**config.mk**
```make
export PLATFORM = sky130hd
export DESIGN_NAME = exc_commit_ctrl_flat
export DESIGN_NICKNAME = d
export VERILOG_FILES = /design/src/rtl/exc_commit_ctrl_if.sv /design/src/rtl/exc_commit_ctrl.sv /design/src/flat_wrapper.sv
export SDC_FILE = /design/constraint.sdc
export NUM_CORES = 1
export LEC_CHECK = 0
export ABC_AREA = 1
export BUFFER_PORTS_ARGS = -buffer_cell sky130_fd_sc_hd__buf_2
export CORE_AREA = 2 2 100 102
export CTS_CLUSTER_SIZE = 20
export DETAILED_ROUTE_END_ITERATION = 8
export DIE_AREA = 0 0 102 104
export PLACE_DENSITY = 0.58
export SKIP_CTS_REPAIR_TIMING = 1
export SYNTH_ARGS = -nofsm -noshare
export SYNTH_HDL_FRONTEND = slang
export SYNTH_SLANG_ARGS = --single-unit
export TNS_END_PERCENT = 20
```
**constraint.sdc**
```tcl
create_clock -name clk -period 1.7 [get_ports clk]
set_input_delay 0.255 -clock clk [delete_from_list [all_inputs] [get_ports clk]]
set_output_delay 0.255 -clock clk [all_outputs]
set_load 0.05 [all_outputs]
```
**src/rtl/exc_commit_ctrl_if.sv**
```systemverilog
// rtl/exc_commit_ctrl_if.sv - commit-side bundle between WB stage, CSR file and exc_commit_ctrl
interface exc_commit_ctrl_if;
  logic        ws_valid;
  logic [31:0] ws_pc;
  logic        ws_ex_adef;
  logic        ws_ex_ine;
  logic        ws_ex_sys;
  logic        ws_ex_brk;
  logic        ws_ex_ale;
  logic [31:0] ws_vaddr;
  logic        ws_ertn;
  logic        has_int;
  logic [31:0] csr_eentry;
  logic [31:0] csr_era;
  logic        wb_ex;
  logic [5:0]  wb_ecode;
  logic [8:0]  wb_esubcode;
  logic [31:0] wb_pc;
  logic [31:0] wb_vaddr;
  logic        ertn_flush;
  logic        redirect_valid;
  logic [31:0] redirect_pc;
  logic        flush_all;
  logic        ws_commit_ok;

  modport master (
    output ws_valid, ws_pc, ws_ex_adef, ws_ex_ine, ws_ex_sys, ws_ex_brk, ws_ex_ale,
           ws_vaddr, ws_ertn, has_int, csr_eentry, csr_era,
    input  wb_ex, wb_ecode, wb_esubcode, wb_pc, wb_vaddr, ertn_flush,
           redirect_valid, redirect_pc, flush_all, ws_commit_ok
  );

  modport slave (
    input  ws_valid, ws_pc, ws_ex_adef, ws_ex_ine, ws_ex_sys, ws_ex_brk, ws_ex_ale,
           ws_vaddr, ws_ertn, has_int, csr_eentry, csr_era,
    output wb_ex, wb_ecode, wb_esubcode, wb_pc, wb_vaddr, ertn_flush,
           redirect_valid, redirect_pc, flush_all, ws_commit_ok
  );
endinterface

```
**src/rtl/exc_commit_ctrl.sv**
```systemverilog
// rtl/exc_commit_ctrl.sv - exception/ertn commit sequencer with drain window; EXC_PERF_CNT_EN adds event counters
module exc_commit_ctrl #(
  parameter int DRAIN_CYCLES = 2
) (
  input  logic               clk,
  input  logic               resetn,
  exc_commit_ctrl_if.slave   bus
`ifdef EXC_PERF_CNT_EN
  ,
  output logic [31:0]        exc_cnt,
  output logic [31:0]        ertn_cnt
`endif
);

  typedef enum logic {IDLE, DRAIN} state_t;

  localparam logic [3:0] DRAIN_LD = 4'(DRAIN_CYCLES);

  state_t      state_q, state_d;
  logic [3:0]  cnt_q, cnt_d;

  logic        cause_vld;
  logic [5:0]  cause_ecode;
  logic [31:0] cause_vaddr;
  logic        commit_ex;
  logic        commit_ertn;

  always_ff @(posedge clk) begin
    if (!resetn) begin
      state_q <= IDLE;
      cnt_q   <= 4'd0;
    end else begin
      state_q <= state_d;
      cnt_q   <= cnt_d;
    end
  end

  // Fixed priority: interrupt first, then the oldest-stage exception source.
  always_comb begin
    cause_vld   = 1'b1;
    cause_ecode = 6'h00;
    cause_vaddr = 32'd0;
    if (bus.has_int) begin
      cause_ecode = 6'h00;
    end else if (bus.ws_ex_adef) begin
      cause_ecode = 6'h08;
      cause_vaddr = bus.ws_pc;
    end else if (bus.ws_ex_ine) begin
      cause_ecode = 6'h0D;
    end else if (bus.ws_ex_sys) begin
      cause_ecode = 6'h0B;
    end else if (bus.ws_ex_brk) begin
      cause_ecode = 6'h0C;
    end else if (bus.ws_ex_ale) begin
      cause_ecode = 6'h09;
      cause_vaddr = bus.ws_vaddr;
    end else begin
      cause_vld   = 1'b0;
    end
  end

  assign commit_ex   = (state_q == IDLE) && bus.ws_valid && cause_vld;
  assign commit_ertn = (state_q == IDLE) && bus.ws_valid && !cause_vld && bus.ws_ertn;

  always_comb begin
    state_d = state_q;
    cnt_d   = cnt_q;
    case (state_q)
      IDLE: begin
        if (commit_ex || commit_ertn) begin
          state_d = DRAIN;
          cnt_d   = DRAIN_LD;
        end
      end
      DRAIN: begin
        if (cnt_q <= 4'd1) begin
          state_d = IDLE;
          cnt_d   = 4'd0;
        end else begin
          cnt_d   = cnt_q - 4'd1;
        end
      end
      default: begin
        state_d = IDLE;
        cnt_d   = 4'd0;
      end
    endcase
  end

  always_comb begin
    bus.wb_ex          = commit_ex;
    bus.wb_ecode       = commit_ex ? cause_ecode : 6'h00;
    bus.wb_esubcode    = 9'd0;
    bus.wb_pc          = commit_ex ? bus.ws_pc : 32'd0;
    bus.wb_vaddr       = commit_ex ? cause_vaddr : 32'd0;
    bus.ertn_flush     = commit_ertn;
    bus.redirect_valid = commit_ex || commit_ertn;
    bus.redirect_pc    = commit_ex ? bus.csr_eentry : (commit_ertn ? bus.csr_era : 32'd0);
    bus.flush_all      = commit_ex || commit_ertn || (state_q == DRAIN);
    bus.ws_commit_ok   = (state_q == IDLE) && bus.ws_valid && !cause_vld && !bus.ws_ertn;
  end

`ifdef EXC_PERF_CNT_EN
  logic [31:0] exc_cnt_q, exc_cnt_d;
  logic [31:0] ertn_cnt_q, ertn_cnt_d;

  always_comb begin
    exc_cnt_d  = exc_cnt_q + {31'd0, commit_ex};
    ertn_cnt_d = ertn_cnt_q + {31'd0, commit_ertn};
  end

  always_ff @(posedge clk) begin
    if (!resetn) begin
      exc_cnt_q  <= 32'd0;
      ertn_cnt_q <= 32'd0;
    end else begin
      exc_cnt_q  <= exc_cnt_d;
      ertn_cnt_q <= ertn_cnt_d;
    end
  end

  assign exc_cnt  = exc_cnt_q;
  assign ertn_cnt = ertn_cnt_q;
`endif

endmodule

```
**src/flat_wrapper.sv**
```systemverilog
// flat-port wrapper written by rule: the top's interface ports become plain ports
module exc_commit_ctrl_flat 
#(
  parameter int DRAIN_CYCLES = 2
)
  (clk, resetn, bus_ws_valid, bus_ws_pc, bus_ws_ex_adef, bus_ws_ex_ine, bus_ws_ex_sys, bus_ws_ex_brk, bus_ws_ex_ale, bus_ws_vaddr, bus_ws_ertn, bus_has_int, bus_csr_eentry, bus_csr_era, bus_wb_ex, bus_wb_ecode, bus_wb_esubcode, bus_wb_pc, bus_wb_vaddr, bus_ertn_flush, bus_redirect_valid, bus_redirect_pc, bus_flush_all, bus_ws_commit_ok);
  exc_commit_ctrl_if bus_i ();
  input  logic clk;
  input  logic resetn;
  input wire logic [$bits(bus_i.ws_valid)-1:0] bus_ws_valid;
  input wire logic [$bits(bus_i.ws_pc)-1:0] bus_ws_pc;
  input wire logic [$bits(bus_i.ws_ex_adef)-1:0] bus_ws_ex_adef;
  input wire logic [$bits(bus_i.ws_ex_ine)-1:0] bus_ws_ex_ine;
  input wire logic [$bits(bus_i.ws_ex_sys)-1:0] bus_ws_ex_sys;
  input wire logic [$bits(bus_i.ws_ex_brk)-1:0] bus_ws_ex_brk;
  input wire logic [$bits(bus_i.ws_ex_ale)-1:0] bus_ws_ex_ale;
  input wire logic [$bits(bus_i.ws_vaddr)-1:0] bus_ws_vaddr;
  input wire logic [$bits(bus_i.ws_ertn)-1:0] bus_ws_ertn;
  input wire logic [$bits(bus_i.has_int)-1:0] bus_has_int;
  input wire logic [$bits(bus_i.csr_eentry)-1:0] bus_csr_eentry;
  input wire logic [$bits(bus_i.csr_era)-1:0] bus_csr_era;
  output wire logic [$bits(bus_i.wb_ex)-1:0] bus_wb_ex;
  output wire logic [$bits(bus_i.wb_ecode)-1:0] bus_wb_ecode;
  output wire logic [$bits(bus_i.wb_esubcode)-1:0] bus_wb_esubcode;
  output wire logic [$bits(bus_i.wb_pc)-1:0] bus_wb_pc;
  output wire logic [$bits(bus_i.wb_vaddr)-1:0] bus_wb_vaddr;
  output wire logic [$bits(bus_i.ertn_flush)-1:0] bus_ertn_flush;
  output wire logic [$bits(bus_i.redirect_valid)-1:0] bus_redirect_valid;
  output wire logic [$bits(bus_i.redirect_pc)-1:0] bus_redirect_pc;
  output wire logic [$bits(bus_i.flush_all)-1:0] bus_flush_all;
  output wire logic [$bits(bus_i.ws_commit_ok)-1:0] bus_ws_commit_ok;
  assign bus_i.ws_valid = bus_ws_valid;
  assign bus_i.ws_pc = bus_ws_pc;
  assign bus_i.ws_ex_adef = bus_ws_ex_adef;
  assign bus_i.ws_ex_ine = bus_ws_ex_ine;
  assign bus_i.ws_ex_sys = bus_ws_ex_sys;
  assign bus_i.ws_ex_brk = bus_ws_ex_brk;
  assign bus_i.ws_ex_ale = bus_ws_ex_ale;
  assign bus_i.ws_vaddr = bus_ws_vaddr;
  assign bus_i.ws_ertn = bus_ws_ertn;
  assign bus_i.has_int = bus_has_int;
  assign bus_i.csr_eentry = bus_csr_eentry;
  assign bus_i.csr_era = bus_csr_era;
  assign bus_wb_ex = bus_i.wb_ex;
  assign bus_wb_ecode = bus_i.wb_ecode;
  assign bus_wb_esubcode = bus_i.wb_esubcode;
  assign bus_wb_pc = bus_i.wb_pc;
  assign bus_wb_vaddr = bus_i.wb_vaddr;
  assign bus_ertn_flush = bus_i.ertn_flush;
  assign bus_redirect_valid = bus_i.redirect_valid;
  assign bus_redirect_pc = bus_i.redirect_pc;
  assign bus_flush_all = bus_i.flush_all;
  assign bus_ws_commit_ok = bus_i.ws_commit_ok;
  exc_commit_ctrl #(.DRAIN_CYCLES(DRAIN_CYCLES)) u_core (.clk(clk), .resetn(resetn), .bus(bus_i));
endmodule
```
==> implementation parameters, run 1 <==
Parameter                              Value

Hold path
  Worst hold-check path type    in -> reg
  Hold Path Depth    3

Pwr
  Logic pwr share    79.6%
  Sw Pwr    0.957 mW
  Max VDD drop    0.236 mV
  Leakage    2.35 nW
  Switching Share    54.6%
  Part of the total power dissipated in sequential elements    7.5%
  Cell-internal power    0.796 mW
  Post-layout total power    1.75 mW
  Power density over the cells    416 nW/um2
  Clock network fraction of design power    12.8%

Synthesis
  Most used standard cell by instance count after synthesis    sky130_fd_sc_hd__inv_1
  Cell types with the highest counts after synthesis    sky130_fd_sc_hd__inv_1, sky130_fd_sc_hd__nand2_1, sky130_fd_sc_hd__nor2_1, sky130_fd_sc_hd__a22o_1, sky130_fd_sc_hd__o21ai_1
  Unique cell type count in the Yosys netlist    30
  Most instantiated flip-flop cell in the synthesis netlist    sky130_fd_sc_hd__dfxtp_1
  Fraction of registers with async set or reset after synthesis    0%
  Synth area leaders    sky130_fd_sc_hd__inv_1, sky130_fd_sc_hd__a22o_1, sky130_fd_sc_hd__o21ai_1, sky130_fd_sc_hd__nand2_1, sky130_fd_sc_hd__nor2_1
  Yosys top cell area share    18.1%
  Post-Synthesis Cell Area    1580 um2
  Post-Syn Area per Cell    5.53 um2
  Number of synthesized flops with an enable pin    0
  Number of warning messages in the yosys log    0
  Count of mapped cells out of synthesis    286
  Portion of the post-synthesis area used by sequential elements    6.33%
  Cell type with the highest aggregate area in the netlist    sky130_fd_sc_hd__inv_1
  Count of state elements after synthesis    5

Clocking
  Clock buffers created by TritonCTS    3
  Depth of the CTS H-tree    1
  CTS tree    yes
  Total clock sinks    5
  CTS root buf    sky130_fd_sc_hd__clkbuf_8
  Bufs on Longest Clock Path    2
  Clock transition at path regs    0.04 ns
  Skew-Pair Late Insertion Delay    0.23 ns

Worst setup path
  Worst setup path class    reg -> out
  Worst Path Required    1.44 ns
  Endpoint class of the critical path    output pin
  Data arrival time at the worst-slack endpoint    1.63 ns
  Count of cells along the worst register-to-register path    6
  Startpoint type of the worst setup path    flip-flop
  Largest fanout on the critical path    10

Timing
  Final critical path time including I/O delays and setup    1.89 ns
  Final setup slack of the worst path    -0.187 ns
  Unrepaired setup endpoints after global routing    yes
  Pins Over Slew Limit    0
  Ratio of final minimum period to clock period    111%
  Final setup vio count    66
  Upper clock frequency limit    0.530 GHz
  Largest clock skew in the final design    0.00207 ns
  Count of endpoints failing hold in the final timing report    0

Floorplanning
  Core footprint    9550 um2
  Floorplan die width    102 um
  Initial Utilization    16.5%
  Area of the die    10600 um2
  Number of primary I/O pins    254
  Std cell rows    36
  Die extent in y    104 um

Layout
  Area growth, synth to finish    167%
  Filler cell count    971
  Post-layout instance count excluding filler cells    686
  Area used by multi-input combinational logic    1410 um2
  Area of all sequential standard cells    101 um2
  Number of diodes    0
  Proportion of layout cells with a drive suffix above 1    66.2%
  Net total in the final layout    694

Placed design
  Half-perimeter wire length after detailed placement    7270 um
  Number of cells in the design after placement    678
  Input/output buffers    242
  Post-placement setup slack    -0.121 ns
  Placer congestion estimate    0.901

Global routing
  First-pass GRT wire length    11800 um
  GRT Overall Usage    13.7%
  Sum of overflow across all layers after global routing    0
  Antenna violations before repair    0
  Largest net degree at the start of global routing    34
  Via count of the first global-routing pass    2556

Routing
  Vias    2860
  Wire per inst    13.3 um
  Detailed-route vias per instance    4.17
  Remaining DRCs    0
  Number of detailed-routing iterations run before antenna repair    4
  Antenna-violating nets left    0
  Count of routing violations after the opening detailed-route iteration    71
  Final wirelength    9120 um

Status
  Result of the run    finished, violations left
  Violations in the final reports    setup timing

Job
  Maximum Capacitance Violations    0
[logic make-up (layout without fill, tap and decap cells)]
group           count (synthesis)  after routing  synth area share [%]
compound gates                 73             73                  30.7
other cells                     1             11                 0.237
simple gates                   98             98                  27.8
buf+inv                       106            363                  32.8
fa+ha+maj                       2              2                  1.58
flops                           5              5                  6.33
xor+xnor                        1              1                 0.554
[cell type report]
cell class                 count  share of cell area (%)
inverter                      80                    7.27
multi-input combinational    185                    33.5
tap                          133                    3.95
timing repair buffer         279                    51.8
clock buffer                   4                    1.07
sequential                     5                    2.40
[metrics by stage]
step / utilization (%) / TNS (ns) / area, um2 / hold WS [ns]
5_1_grt: 44.1 / -14.62 / 4220 / 0.295
6_report: 44.1 / -8.64 / 4220 / 0.281
2_1_floorplan: - / -11.02 / 1860 / 0.364
3_3_place_gp: 35.5 / -3.45 / 3390 / 0.485
4_1_cts: 36.0 / -20.28 / 3440 / 0.273
3_5_place_dp: 35.5 / -4.65 / 3390 / 0.493
[routing by layer]
metal	share of wire, %	track usage (%)	wire length (um)
met5	0	0	0
met4	1.0	2.76	93
met3	10	2.62	954
met2	53	26.0	4840
met1	35	15.6	3240
[cells in the final DEF, fill, tap and decap left out, types with 4 or more instances in the layout]
cell and instances:
sky130_fd_sc_hd__clkbuf_4 12, sky130_fd_sc_hd__inv_1 76, sky130_fd_sc_hd__buf_4 46, sky130_fd_sc_hd__buf_2 141, sky130_fd_sc_hd__o21ai_4 17, sky130_fd_sc_hd__a21oi_1 4
sky130_fd_sc_hd__nor2_2 23, sky130_fd_sc_hd__o21ai_2 15, sky130_fd_sc_hd__nor2_1 9, sky130_fd_sc_hd__buf_6 61, sky130_fd_sc_hd__o21ai_0 4, sky130_fd_sc_hd__a22o_1 31
sky130_fd_sc_hd__nand2_1 36, sky130_fd_sc_hd__nand3_1 4, sky130_fd_sc_hd__dfxtp_1 4, sky130_fd_sc_hd__nand2_2 4, sky130_fd_sc_hd__nor2_4 10, sky130_fd_sc_hd__buf_12 10
sky130_fd_sc_hd__conb_1 11, sky130_fd_sc_hd__buf_8 7
[final timing paths]
path	from	to	slack (ns)
worst min-delay path	resetn	u_core.state_q	0.28
worst min register to register	u_core.cnt_q[0]	u_core.cnt_q[0]	0.50
worst max-delay path	u_core.state_q	bus_wb_vaddr[2]	-0.19
worst max register to register	u_core.cnt_q[0]	u_core.cnt_q[1]	0.20
[power groups by stage]
| stage | sequential (mW) | clock, mW | combinational, mW |
|---|---|---|---|
| 2_1_floorplan | 0.133 | 0 | 0.842 |
| 3_3_place_gp | 0.134 | 0 | 1.21 |
| 3_5_place_dp | 0.134 | 0 | 1.22 |
| 4_1_cts | 0.132 | 0.227 | 1.22 |
| 5_1_grt | 0.133 | 0.235 | 1.47 |
| 6_report | 0.132 | 0.225 | 1.40 |
[flip-flops by register name (all words and copies together), names as in the netlist]
| name | cells |
|---|---|
| u_core.state_q | 1 |
| u_core.cnt_q | 4 |
[worst max-delay path, stage by stage, from the launching register on]
cell and delay, ns:
sky130_fd_sc_hd__dfxtp_2 0.31, sky130_fd_sc_hd__inv_2 0.07, sky130_fd_sc_hd__nand2_4 0.06, sky130_fd_sc_hd__inv_1 0.09, sky130_fd_sc_hd__nand2_4 0.08, sky130_fd_sc_hd__buf_4 0.20
sky130_fd_sc_hd__nor2_1 0.21, sky130_fd_sc_hd__nand2_1 0.13, sky130_fd_sc_hd__o21ai_4 0.07, sky130_fd_sc_hd__buf_6 0.17
Note: power is estimated with default switching activity, not from simulation.
==> inputs of run 2 (changes only) <==
--- a/config.mk
+++ b/config.mk
@@ -8,12 +8,14 @@
 export ABC_AREA = 1
 export BUFFER_PORTS_ARGS = -buffer_cell sky130_fd_sc_hd__buf_2
 export CORE_AREA = 2 2 100 102
+export CTS_CLUSTER_DIAMETER = 30
 export CTS_CLUSTER_SIZE = 20
 export DETAILED_ROUTE_END_ITERATION = 8
 export DIE_AREA = 0 0 102 104
 export PLACE_DENSITY = 0.58
 export SKIP_CTS_REPAIR_TIMING = 1
+export SKIP_LAST_GASP = 1
 export SYNTH_ARGS = -nofsm -noshare
 export SYNTH_HDL_FRONTEND = slang
 export SYNTH_SLANG_ARGS = --single-unit
-export TNS_END_PERCENT = 20
+export TNS_END_PERCENT = 5
==> run 2 against run 1 <==
Compared with the run above:
- the run still ends with setup timing left
- critical path type unchanged
- final area fell by 19%
- largest power group unchanged
- total power fell by 12%
- maximum frequency fell by 2.2%
- cell count fell by 2.0%
- critical path depth did not move
- count of clock-buffer cells in the layout did not move
- clock power barely moved
- first-iteration DRC count fell by 4.2%
- die area did not move
- sequential share of layout area rose by 0.58 points
- clock skew rose by 0.0015 ns
==> implementation parameters, run 2 (synthesized netlist as in run 1, its figures left out) <==
Parameter                              Value

Worst setup path
  Startpoint type of the worst setup path    flip-flop
  Data arrival time at the worst-slack endpoint    1.67 ns
  Worst Path Required    1.44 ns
  Worst setup path class    reg -> out
  Cell family with most CP delay    buffers and inverters
  Bufs and invs on worst path    4
  Largest fanout on the critical path    8
  Biggest cell delay along the critical path    0.31 ns
  Cell chain of the critical path    inv_2 > nand2_4 > nor2_4 > nand2_1 > inv_2 > nand4_4 > clkbuf_16 > o21ai_1 > buf_4
  Endpoint class of the critical path    output pin
  Worst path most repeated cell    sky130_fd_sc_hd__inv_2
  Slowest-stage cell, CP    sky130_fd_sc_hd__dfxtp_2
  Reg-to-reg setup timing slack    0.19 ns

Timing
  Upper clock frequency limit    0.518 GHz
  Worst hold slack across all endpoints    0.274 ns
  Count of endpoints failing hold in the final timing report    0
  Ratio of final minimum period to clock period    114%
  Final setup vio count    76
  Final setup slack of the worst path    -0.230 ns
  Unrepaired setup endpoints after global routing    yes
  Largest clock skew in the final design    0.00358 ns
  Final critical path time including I/O delays and setup    1.93 ns
  Pins Over Slew Limit    0

Placed design
  Number of cells in the design after placement    665
  Half-perimeter wire length after detailed placement    6840 um
  Post-placement cell area    3130 um2
  Placer congestion estimate    0.871
  Input/output buffers    242

Layout
  Filler cell count    1034
  Largest registers    u_core.cnt_q x4, u_core.state_q x1
  Final std cell area, no fill    3400 um2
  Most flop-heavy register    u_core.cnt_q
  Number of flip-flops in the largest register    4
  Commonest cells after routing, fill and taps aside    sky130_fd_sc_hd__buf_2, sky130_fd_sc_hd__inv_1, sky130_fd_sc_hd__nand2_1
  Post-layout instance count excluding filler cells    672
  Proportion of layout cells with a drive suffix above 1    58.4%
  Net total in the final layout    680
  Most common cell after layout, fill and taps aside    sky130_fd_sc_hd__buf_2
  Area growth, synth to finish    115%
  Post-route core utilization    35.6%
  Number of diodes    0

Routing
  Remaining DRCs    0
  Detailed-route vias per instance    4.08
  Met1 Routed Length    3200 um
  Max layer used    met4
  Number of detailed-routing iterations run before antenna repair    4
  Count of routing violations after the opening detailed-route iteration    68
  Vias    2739
  Met3 Wirelength    719 um
  Met2 routed WL    4510 um
  Wire per inst    12.6 um
  Final wirelength    8490 um
  Antenna-violating nets left    0

Floorplanning
  Initial Utilization    16.5%
  Number of primary I/O pins    254
  Die extent in y    104 um
  Area of the die    10600 um2
  Floorplan die width    102 um
  Core footprint    9550 um2
  Std cell rows    36

Clocking
  Bufs on Longest Clock Path    2
  CTS root buf    sky130_fd_sc_hd__clkbuf_8
  Skew-Pair Late Insertion Delay    0.23 ns
  Total clock sinks    5
  Clock buffers created by TritonCTS    3
  Clock transition at path regs    0.04 ns
  Depth of the CTS H-tree    1
  CTS tree    yes

Pwr
  Power density over the cells    457 nW/um2
  Max VDD drop    0.168 mV
  Leakage    2.13 nW

Global routing
  Largest net degree at the start of global routing    34
  Antenna violations before repair    0
  Sum of overflow across all layers after global routing    0
  GRT Overall Usage    13.0%
  First-pass GRT wire length    11200 um
  Via count of the first global-routing pass    2580

Job
  Maximum Capacitance Violations    0

Hold path
  Worst hold-check path type    in -> reg

Status
  Result of the run    finished, violations left
  Violations in the final reports    setup timing
==> run 2: cell types whose count changed in the layout (fill, tap and decap cells not counted), moves of 12 or more <==
cell                      previous run  this run
sky130_fd_sc_hd__buf_2             141       207
sky130_fd_sc_hd__buf_4              46        34
sky130_fd_sc_hd__buf_6              61        11
sky130_fd_sc_hd__o21ai_1             1        29
sky130_fd_sc_hd__o21ai_2            15         2
sky130_fd_sc_hd__o21ai_4            17         2
==> run 2: through the flow <==
stage	setup slack [ns]	power (mW)	TNS, ns
after floorplan	-0.514	0.940	-16.60
after global placement	-0.0903	1.29	-1.73
after detailed placement	-0.111	1.30	-2.83
after CTS	-0.307	1.54	-16.57
after global routing	-0.339	1.63	-19.00
final	-0.230	1.55	-10.25
==> run 2: final timing paths <==
check	from	end	cells after the start
max	u_core.state_q	bus_wb_vaddr[13]	9
min	resetn	u_core.state_q	3
max reg2reg	u_core.cnt_q[0]	u_core.cnt_q[1]	6
min reg2reg	u_core.cnt_q[0]	u_core.cnt_q[0]	1
==> run 2: routing by layer <==
| layer | global-route usage [%] | vias up |
|---|---|---|
| li1 | - | 1372 |
| met1 | 13.6 | 1201 |
| met2 | 26.3 | 160 |
| met3 | 1.48 | 6 |
| met4 | 2.95 | 0 |
| met5 | 0 | - |
==> run 2: worst register-to-register path, stage by stage (launching register included) <==
cell and delay [ns]:
sky130_fd_sc_hd__dfxtp_1 0.36, sky130_fd_sc_hd__inv_1 0.07, sky130_fd_sc_hd__ha_1 0.21, sky130_fd_sc_hd__o21ai_0 0.24, sky130_fd_sc_hd__nand2_1 0.12, sky130_fd_sc_hd__or2_2 0.29
sky130_fd_sc_hd__a21oi_1 0.15
==> run 2: report_power, final <==
group	total, mW	internal, mW	switching (mW)
sequential	0.132	0.127	0.00523
clock	0.226	0.161	0.0644
combinational	1.19	0.373	0.820
total	1.55	0.662	0.889
==> run 2: area by class of cell <==
type	instances	area (um2)	area share, %
timing repair buffer	265	1660	48.9
sequential	5	101	2.98
inverter	80	302	8.88
tap	133	166	4.90
clock buffer	4	45.0	1.33
multi-input combinational	185	1120	33.0
==> inputs of run 3 (changes only) <==
--- a/config.mk
+++ b/config.mk
@@ -7,12 +7,14 @@
 export LEC_CHECK = 0
 export ABC_AREA = 1
 export BUFFER_PORTS_ARGS = -buffer_cell sky130_fd_sc_hd__buf_2
-export CORE_AREA = 2 2 100 102
+export CELL_PAD_IN_SITES_DETAIL_PLACEMENT = 0
+export CELL_PAD_IN_SITES_GLOBAL_PLACEMENT = 1
+export CORE_MARGIN = 2
+export CORE_UTILIZATION = 15
 export CTS_CLUSTER_DIAMETER = 30
 export CTS_CLUSTER_SIZE = 20
 export DETAILED_ROUTE_END_ITERATION = 8
-export DIE_AREA = 0 0 102 104
-export PLACE_DENSITY = 0.58
+export PLACE_DENSITY = 0.86
 export SKIP_CTS_REPAIR_TIMING = 1
 export SKIP_LAST_GASP = 1
 export SYNTH_ARGS = -nofsm -noshare
==> run 3 against run 2 <==
Compared with the run above:
- the run still ends with setup timing left
- setup slack better by 0.051 ns
- via count down 2.9%
- non-clock buffer count down 1
- die area up 7.2%
- critical path type unchanged
- total power down 2.7%
- clock power about the same
- maximum frequency up 2.7%
- sequential power about the same
- cell count up 0.30%
- critical path depth unchanged
- routed wire length down 13%
- global-route usage down 1.6 points
==> implementation parameters, run 3 (synthesized netlist as in run 1, its figures left out) <==
Parameter                              Value

Status
  Result of the run    finished, violations left
  Violations in the final reports    setup timing

Layout
  Number of diodes    0
  Proportion of layout cells with a drive suffix above 1    57.8%
  Area growth, synth to finish    108%
  Net total in the final layout    679
  Number of flip-flops in the largest register    4
  Commonest cells after routing, fill and taps aside    sky130_fd_sc_hd__buf_2, sky130_fd_sc_hd__inv_1, sky130_fd_sc_hd__nand2_1
  Post-layout instance count excluding filler cells    674
  Largest registers    u_core.cnt_q x4, u_core.state_q x1
  Most flop-heavy register    u_core.cnt_q
  Most common cell after layout, fill and taps aside    sky130_fd_sc_hd__buf_2

Worst setup path
  Critical path depth    9
  Bufs and invs on worst path    4
  Worst setup path class    reg -> out
  Endpoint class of the critical path    output pin
  Cell family with most CP delay    buffers and inverters
  Data arrival time at the worst-slack endpoint    1.62 ns
  Biggest cell delay along the critical path    0.32 ns
  Worst Path Required    1.44 ns
  Worst path most repeated cell    sky130_fd_sc_hd__inv_2
  Cell chain of the critical path    inv_2 > nand2_4 > nor2_4 > nand2_1 > inv_2 > nand4_4 > buf_12 > o21ai_1 > clkbuf_4
  Count of cells along the worst register-to-register path    6
  Startpoint type of the worst setup path    flip-flop
  Slowest-stage cell, CP    sky130_fd_sc_hd__dfxtp_2
  Largest fanout on the critical path    19

Pwr
  Post-layout total power    1.51 mW
  Power density over the cells    459 nW/um2
  Clock network fraction of design power    14.8%
  Max VDD drop    0.283 mV
  Sw Pwr    0.867 mW
  Part of the total power dissipated in sequential elements    8.7%
  Logic pwr share    76.5%
  Cell-internal power    0.641 mW
  Switching Share    57.5%
  Leakage    2.09 nW

Floorplanning
  Number of primary I/O pins    254
  Floorplan die width    107 um
  Initial Utilization    15.4%
  Core footprint    10300 um2
  Std cell rows    37
  Area of the die    11400 um2
  Die extent in y    107 um

Routing
  Vias    2660
  Detailed-route vias per instance    3.95
  Wire per inst    11.0 um
  Count of routing violations after the opening detailed-route iteration    61
  Final wirelength    7380 um
  Antenna-violating nets left    0
  Number of detailed-routing iterations run before antenna repair    4
  Remaining DRCs    0

Global routing
  Sum of overflow across all layers after global routing    0
  Antenna violations before repair    0
  GRT Overall Usage    11.4%
  Largest net degree at the start of global routing    34
  Via count of the first global-routing pass    2374
  First-pass GRT wire length    10700 um

Timing
  Largest clock skew in the final design    0.00249 ns
  Unrepaired setup endpoints after global routing    yes
  Ratio of final minimum period to clock period    111%
  Pins Over Slew Limit    0
  Count of endpoints failing hold in the final timing report    0
  Final critical path time including I/O delays and setup    1.88 ns
  Total negative slack for setup checks    -9.77 ns
  Upper clock frequency limit    0.532 GHz
  Final setup vio count    73
  Final setup slack of the worst path    -0.179 ns

Job
  Maximum Capacitance Violations    0

Placed design
  Input/output buffers    242
  Half-perimeter wire length after detailed placement    6030 um
  Placer congestion estimate    0.754
  Number of cells in the design after placement    668

Clocking
  Clock transition at path regs    0.04 ns
  Clock buffers created by TritonCTS    3
  Total clock sinks    5
  Bufs on Longest Clock Path    2
  CTS tree    yes
  Skew-Pair Late Insertion Delay    0.22 ns
  CTS root buf    sky130_fd_sc_hd__clkbuf_8
  Depth of the CTS H-tree    1

Hold path
  Hold Path Depth    3
  Worst hold-check path type    in -> reg
[run 3: changes by cell type in the layout (fill, tap and decap cells not counted), sizes merged]
cell,previous run,this run
buf,261,252
clkbuf,8,15
inv,79,80
[run 3: path summary, 6_finish.rpt]
kind | endpoint | start | slack, ns
min reg2reg | u_core.cnt_q[0] | u_core.cnt_q[0] | 0.49
max reg2reg | u_core.cnt_q[1] | u_core.cnt_q[0] | 0.26
max | bus_wb_vaddr[13] | u_core.state_q | -0.18
min | u_core.state_q | resetn | 0.27
[run 3: cell type report]
class	count	area, um2
clock buffer	3	41.3
timing repair buffer	264	1560
multi-input combinational	185	1100
inverter	80	308
clock inverter	1	5.00
fill	1183	6990
sequential	5	101
tap	136	170
[run 3: metal layers]
metal  track usage (%)  share of wire, %  wire length [um]
met1              12.6                38              2830
met2              22.3                51              3780
met3              2.61               9.9               729
met4              1.39              0.54                40
met5                 0                 0                 0
[run 3: power groups by stage]
| stage | clock [mW] | sequential [mW] | combinational (mW) |
|---|---|---|---|
| 2_1_floorplan | 0 | 0.132 | 0.807 |
| 3_3_place_gp | 0 | 0.133 | 1.13 |
| 3_5_place_dp | 0 | 0.133 | 1.13 |
| 4_1_cts | 0.229 | 0.131 | 1.13 |
| 5_1_grt | 0.245 | 0.134 | 1.23 |
| 6_report | 0.223 | 0.132 | 1.15 |
[run 3: metrics by stage]
step           area [um2]  hold slack, ns  utilization, %  setup WS (ns)
2_1_floorplan        1690           0.364               -         -0.514
3_3_place_gp         3070           0.477            29.9         -0.188
3_5_place_dp         3070           0.485            29.9         -0.179
4_1_cts              3120           0.275            30.4         -0.342
5_1_grt              3290           0.296            32.0         -0.291
6_report             3290           0.275            32.0         -0.179
[run 3: worst min-delay path, stage by stage]
cell and delay, ns:
sky130_fd_sc_hd__buf_2 0.11, sky130_fd_sc_hd__o21ai_1 0.07, sky130_fd_sc_hd__inv_1 0.04
